## config.mk

```make
export PLATFORM = sky130hd
export DESIGN_NAME = alu_seq
export DESIGN_NICKNAME = d
export VERILOG_FILES = /design/src/rtl/alu_seq.sv
export SDC_FILE = /design/constraint.sdc
export NUM_CORES = 2
export LEC_CHECK = 0
export CAP_MARGIN = 0
export CORE_ASPECT_RATIO = 0.9
export CORE_MARGIN = 3
export CORE_UTILIZATION = 30
export DETAILED_ROUTE_END_ITERATION = 10
export PLACE_DENSITY = 0.52
export SETUP_SLACK_MARGIN = 0.5
export SYNTH_ARGS = -nofsm -noshare
export SYNTH_HDL_FRONTEND = slang
export SYNTH_SLANG_ARGS = --single-unit
```

## constraint.sdc

```tcl
create_clock -name clk -period 16.6 [get_ports clk]
set_clock_uncertainty 0.15 [all_clocks]
set_input_delay 4.98 -clock clk [delete_from_list [all_inputs] [get_ports clk]]
set_output_delay 4.98 -clock clk [all_outputs]
set_load 0.005 [all_outputs]
```

## src/rtl/alu_seq.sv

```systemverilog
// alu_seq: registered ALU with iterative multiply/divide.
// Single-cycle ALU ops; mult/div take WIDTH clocks and write HI/LO.
module alu_seq #(
  parameter int WIDTH = 32,
  parameter int SHW   = $clog2(WIDTH)
) (
  input  logic             clk,
  input  logic             reset,
  input  logic             start,
  input  logic [3:0]       op,
  input  logic [WIDTH-1:0] a,
  input  logic [WIDTH-1:0] b,
  output logic             busy,
  output logic             done,
  output logic [WIDTH-1:0] out,
  output logic [WIDTH-1:0] hi,
  output logic [WIDTH-1:0] lo,
  output logic             zero,
  output logic             neg,
  output logic             overflow
);

  typedef enum logic [1:0] {
    S_IDLE,
    S_MUL,
    S_DIV
  } state_t;

  state_t             r_state;
  state_t             w_next;
  logic [SHW:0]       r_cnt;
  logic [WIDTH-1:0]   r_x;
  logic [WIDTH-1:0]   r_y;
  logic [WIDTH-1:0]   r_m;
  logic [WIDTH-1:0]   r_a;
  logic               r_negq;
  logic               r_negr;
  logic               r_div0;
  logic               r_done;
  logic [WIDTH-1:0]   r_out;
  logic [WIDTH-1:0]   r_hi;
  logic [WIDTH-1:0]   r_lo;
  logic               r_zero;
  logic               r_neg;
  logic               r_ovf;

  logic               w_acc;
  logic               w_mop;
  logic               w_dop;
  logic               w_sop;
  logic               w_last;
  logic [WIDTH-1:0]   w_ma;
  logic [WIDTH-1:0]   w_mb;
  logic [WIDTH-1:0]   w_add;
  logic [WIDTH-1:0]   w_sub;
  logic [WIDTH-1:0]   w_res;
  logic               w_ovf;
  logic [WIDTH:0]     w_sum;
  logic [WIDTH:0]     w_rs;
  logic [WIDTH:0]     w_df;
  logic [WIDTH-1:0]   w_nx;
  logic [WIDTH-1:0]   w_ny;
  logic [2*WIDTH-1:0] w_prod;
  logic [2*WIDTH-1:0] w_pf;
  logic [WIDTH-1:0]   w_q;
  logic [WIDTH-1:0]   w_r;

  assign w_acc  = (r_state == S_IDLE) && start;
  assign w_mop  = (op == 4'd2) || (op == 4'd3);
  assign w_dop  = (op == 4'd4) || (op == 4'd5);
  assign w_sop  = (op == 4'd2) || (op == 4'd4);
  assign w_last = (r_cnt == (SHW+1)'(1));
  assign w_ma   = (w_sop && a[WIDTH-1]) ? -a : a;
  assign w_mb   = (w_sop && b[WIDTH-1]) ? -b : b;
  assign w_add  = a + b;
  assign w_sub  = a - b;

  // Single-cycle ALU result and signed overflow for add/sub
  always_comb begin
    w_res = '0;
    w_ovf = 1'b0;
    case (op)
      4'd0: begin
        w_res = w_add;
        w_ovf = (a[WIDTH-1] == b[WIDTH-1]) &&
                (w_add[WIDTH-1] != a[WIDTH-1]);
      end
      4'd1: begin
        w_res = w_sub;
        w_ovf = (a[WIDTH-1] != b[WIDTH-1]) &&
                (w_sub[WIDTH-1] != a[WIDTH-1]);
      end
      4'd6:  w_res = a & b;
      4'd7:  w_res = ~(a | b);
      4'd8:  w_res = a | b;
      4'd9:  w_res = a ^ b;
      4'd10: w_res = {{(WIDTH-1){1'b0}}, $signed(a) < $signed(b)};
      4'd11: w_res = {{(WIDTH-1){1'b0}}, a < b};
      4'd12: w_res = a << b[SHW-1:0];
      4'd13: w_res = a >> b[SHW-1:0];
      4'd14: w_res = $unsigned($signed(a) >>> b[SHW-1:0]);
      default: w_res = '0;
    endcase
  end

  // One shift-add (mult) or restoring-subtract (div) step on magnitudes
  always_comb begin
    w_sum = '0;
    w_rs  = '0;
    w_df  = '0;
    w_nx  = r_x;
    w_ny  = r_y;
    if (r_state == S_MUL) begin
      w_sum = {1'b0, r_x} + (r_y[0] ? {1'b0, r_m} : '0);
      w_nx  = w_sum[WIDTH:1];
      w_ny  = {w_sum[0], r_y[WIDTH-1:1]};
    end else if (r_state == S_DIV) begin
      w_rs = {r_x, r_y[WIDTH-1]};
      w_df = w_rs - {1'b0, r_m};
      if (!w_df[WIDTH]) begin
        w_nx = w_df[WIDTH-1:0];
        w_ny = {r_y[WIDTH-2:0], 1'b1};
      end else begin
        w_nx = w_rs[WIDTH-1:0];
        w_ny = {r_y[WIDTH-2:0], 1'b0};
      end
    end
  end

  assign w_prod = {w_nx, w_ny};
  assign w_pf   = r_negq ? -w_prod : w_prod;
  assign w_q    = r_negq ? -w_ny : w_ny;
  assign w_r    = r_negr ? -w_nx : w_nx;

  // State register
  always_ff @(posedge clk or posedge reset) begin
    if (reset) r_state <= S_IDLE;
    else       r_state <= w_next;
  end

  // Next-state: accept only in IDLE, return after WIDTH steps
  always_comb begin
    w_next = r_state;
    case (r_state)
      S_IDLE: begin
        if (start && w_mop)      w_next = S_MUL;
        else if (start && w_dop) w_next = S_DIV;
      end
      S_MUL, S_DIV: begin
        if (w_last) w_next = S_IDLE;
      end
      default: w_next = S_IDLE;
    endcase
  end

  // Outputs
  always_comb begin
    busy     = (r_state != S_IDLE);
    done     = r_done;
    out      = r_out;
    hi       = r_hi;
    lo       = r_lo;
    zero     = r_zero;
    neg      = r_neg;
    overflow = r_ovf;
  end

  // Datapath: latch operands, iterate, sign-correct on the final edge
  always_ff @(posedge clk or posedge reset) begin
    if (reset) begin
      r_cnt  <= '0;
      r_x    <= '0;
      r_y    <= '0;
      r_m    <= '0;
      r_a    <= '0;
      r_negq <= 1'b0;
      r_negr <= 1'b0;
      r_div0 <= 1'b0;
      r_done <= 1'b0;
      r_out  <= '0;
      r_hi   <= '0;
      r_lo   <= '0;
      r_zero <= 1'b0;
      r_neg  <= 1'b0;
      r_ovf  <= 1'b0;
    end else begin
      r_done <= 1'b0;
      if (w_acc) begin
        if (w_mop || w_dop) begin
          r_cnt  <= (SHW+1)'(WIDTH);
          r_x    <= '0;
          r_y    <= w_ma;
          r_m    <= w_mb;
          r_a    <= a;
          r_negq <= w_sop && (a[WIDTH-1] ^ b[WIDTH-1]);
          r_negr <= w_sop && a[WIDTH-1];
          r_div0 <= (b == '0);
          r_ovf  <= 1'b0;
        end else begin
          r_out  <= w_res;
          r_zero <= (w_res == '0);
          r_neg  <= w_res[WIDTH-1];
          r_ovf  <= w_ovf;
          r_done <= 1'b1;
        end
      end else if (r_state != S_IDLE) begin
        r_cnt <= r_cnt - 1'b1;
        r_x   <= w_nx;
        r_y   <= w_ny;
        if (w_last) begin
          r_done <= 1'b1;
          if (r_state == S_MUL) begin
            r_hi <= w_pf[2*WIDTH-1:WIDTH];
            r_lo <= w_pf[WIDTH-1:0];
          end else if (r_div0) begin
            r_hi <= r_a;
            r_lo <= '1;
          end else begin
            r_hi <= w_r;
            r_lo <= w_q;
          end
        end
      end
    end
  end

endmodule

```

==> metrics <==
status=completed; Hold Crit Depth=2; PostCTS Resize Cnt=0; largest vdd supply drop=0.0000728 V; Clock transition at path regs=60 ps; most frequent cell after synthesis=nand2_1; fmax=0.0959 GHz; FILL cells=9832; synth unique cells=101; Initial Utilization=30.4%; Arr. time, crit path=10730 ps; CP Capture Type=flip-flop; setup_tns=0 ps; grt total ovfl=0; RSZ-0062 raised after global routing=false; max-cap violations=0; core region area=91700 um2; vias in the first global route=27.3k; DRT antenna net count=0; Design Power=5.92 mW; Crit path required time=16900 ps; first-pass GRT wire length=193000 um; CP max FO=13; CP startpoint kind=input pin; layout cell share with drive strength beyond 1=9.13%; hold buffers post-CTS=0; Residual DRC=0; sw frac=52.1%; synth top area cells=dfrtp_1 21%, ha_1 7.7%, mux4_2 6.0%; IO Port Bufs=171; Vias/cell=6.13; post-synthesis sequential area ratio=21.4%; Max Root-Sink Buffers=3; area grow syn2layout=14.7%; DIE AREA=96700 um2; clk_lat worst skew=570 ps; Reg area=5960 um2; Total Wirelength=133000 um; WL/cell=27.3 um; ratio of final minimum period to clock period=62.8%; Post-Syn Nets=3849; top-area cell type share of the netlist area=21.4%; synth warn=0; post-CTS setup buffers=0; Placer Congestion=1.03; number of flops mapped to enable cells by yosys=0; slew of the pin with the lowest slew margin=1190 ps; Hold WC Path Type=reg2reg; Worst Setup Path Type=in2reg; root buffer cell=clkbuf_16; Seq pwr share=19.3%; Async SR Flop Fraction=100%; Vias=29.9k; Met1 Wirelength=59700 um; Detail Route met3 WL=13300 um; All-Layer GR Usage=26.5%; Row Count=105; Finished Layout Cells=4880; Layout Nets=3870; top_reg_cell synth=dfrtp_1; CTS tree=yes; cells after synthesis=3603; Slew Viols, Final=0; PD cells=185 nW/um2; initial antenna violation count=3; area post-placement=30800 um2; Die X=327 um; Max-slew headroom=20.2%; clk sinks=238; Fin. Hold Viols=0; met2 WL=53700 um; Setup Viol. Count Final=0; LEAKAGE=12.9 nW; fin crit period=10430 ps; H-tree levels=2; largest net degree at the start of global routing=108; DIE HEIGHT=295 um; area leader, netlist=dfrtp_1; clock buffer count from CTS=34; hpwl dp=101000 um; Comb pwr share=66.9%; synthesized flop and latch total=238; Worst R2R Path Depth=24; Inst Count DP=4818; Multi-input gate area=20300 um2; io pins=172; total net switching power=3.08 mW; design area=32000 um2; Power Internal=2.84 mW; clock network fraction of total power=13.8%; Synth top cells by count=386 x nand2_1, 332 x o21ai_0, 302 x nor2_1; First DRT Iteration DRCs=4028; router iterations before antenna repair=6; Synth Cell Area=27900 um2; synthesized area per cell=7.74 um2; DR top layer=met5
## routing by layer
metal	up-vias	track usage, %
li1	13400	-
met1	14600	39.0
met2	1691	37.6
met3	270	4.87
met4	2	11.0
met5	-	0
## cell usage in the layout (no fill, tap or decap), types with 24 or more instances in the layout
master,count
a211oi_1,52
a21o_1,42
a21oi_1,250
a221oi_1,24
a31oi_1,43
and2_1,57
and3_1,32
buf_4,80
clkbuf_16,35
clkdlybuf4s50_1,167
dfrtp_1,238
ha_1,168
inv_1,171
mux2_2,42
mux2i_1,76
mux4_2,74
nand2_1,384
nand2b_1,31
nand3_1,98
nand4_1,38
nor2_1,300
nor3_1,81
nor4_1,29
o211ai_1,62
o21a_1,27
o21ai_0,332
o22a_1,33
o22ai_1,26
o31ai_1,45
or3_1,27
xnor2_1,131
xor2_1,44
## per-stage QoR
step	worst slack, ps	hold slack [ps]	util (%)
2_1_floorplan	4940	291	-
3_3_place_gp	5880	313	33.6
3_5_place_dp	5710	322	33.6
4_1_cts	6280	334	34.9
5_1_grt	5980	356	34.9
6_report	6170	326	34.9
## kinds of logic after synthesis
family,synth area share [%]
xor+xnor,5.50
simple gates,20.1
compound gates,28.4
mux,10.5
fa+ha+maj,7.96
buf+inv,6.11
flops,21.4
## worst paths after layout
| path | from | to | slack, ps |
|---|---|---|---|
| max | a[4] | zero | 6170 |
| min | hi[4] | hi[4] | 330 |
| max reg2reg | r_y[31] | hi[28] | 8990 |
| min reg2reg | hi[4] | hi[4] | 330 |
| max in group asynchronous | reset | hi[14] | 9940 |
| min in group asynchronous | reset | out[0] | 4820 |
## sequential cells by signal (all words and copies together), names as in the netlist, 2 cells and up
signal	count
hi	32
r_y	32
lo	32
r_x	32
r_state	2
r_a	32
r_m	32
r_cnt	6
out	32
## final cells by class
class	instances	share of cell area [%]
diodes	1	0.00782
inverters	179	2.12
flip-flops and latches	238	18.6
multi-input cells	2921	63.5
repair buffers	250	7.15
clock inverters	15	0.716
well taps	1230	4.81
clock buffers	46	3.09
## critical path, stage by stage
cell	delay, ps
clkdlybuf4s50_1	860
inv_1	220
ha_1	520
nand2b_1	180
a21oi_1	140
a311o_1	380
a2111oi_0	590
o21bai_1	290
a211o_1	340
a41oi_1	390
o21ai_0	210
and3_1	230
nor4_1	350
nand4_1	120
or4b_1	560
o41ai_1	350
## power by group through the flow
stage / Combinational (mW) / Clock, mW / Sequential, mW
after floorplan: 2.66 / 0 / 1.00
after global placement: 3.87 / 0 / 1.14
after detailed placement: 3.87 / 0 / 1.14
after CTS: 3.89 / 0.836 / 1.13
after global routing: 4.29 / 0.857 / 1.17
final: 3.96 / 0.820 / 1.14
Power figures use the tool's default switching activity.
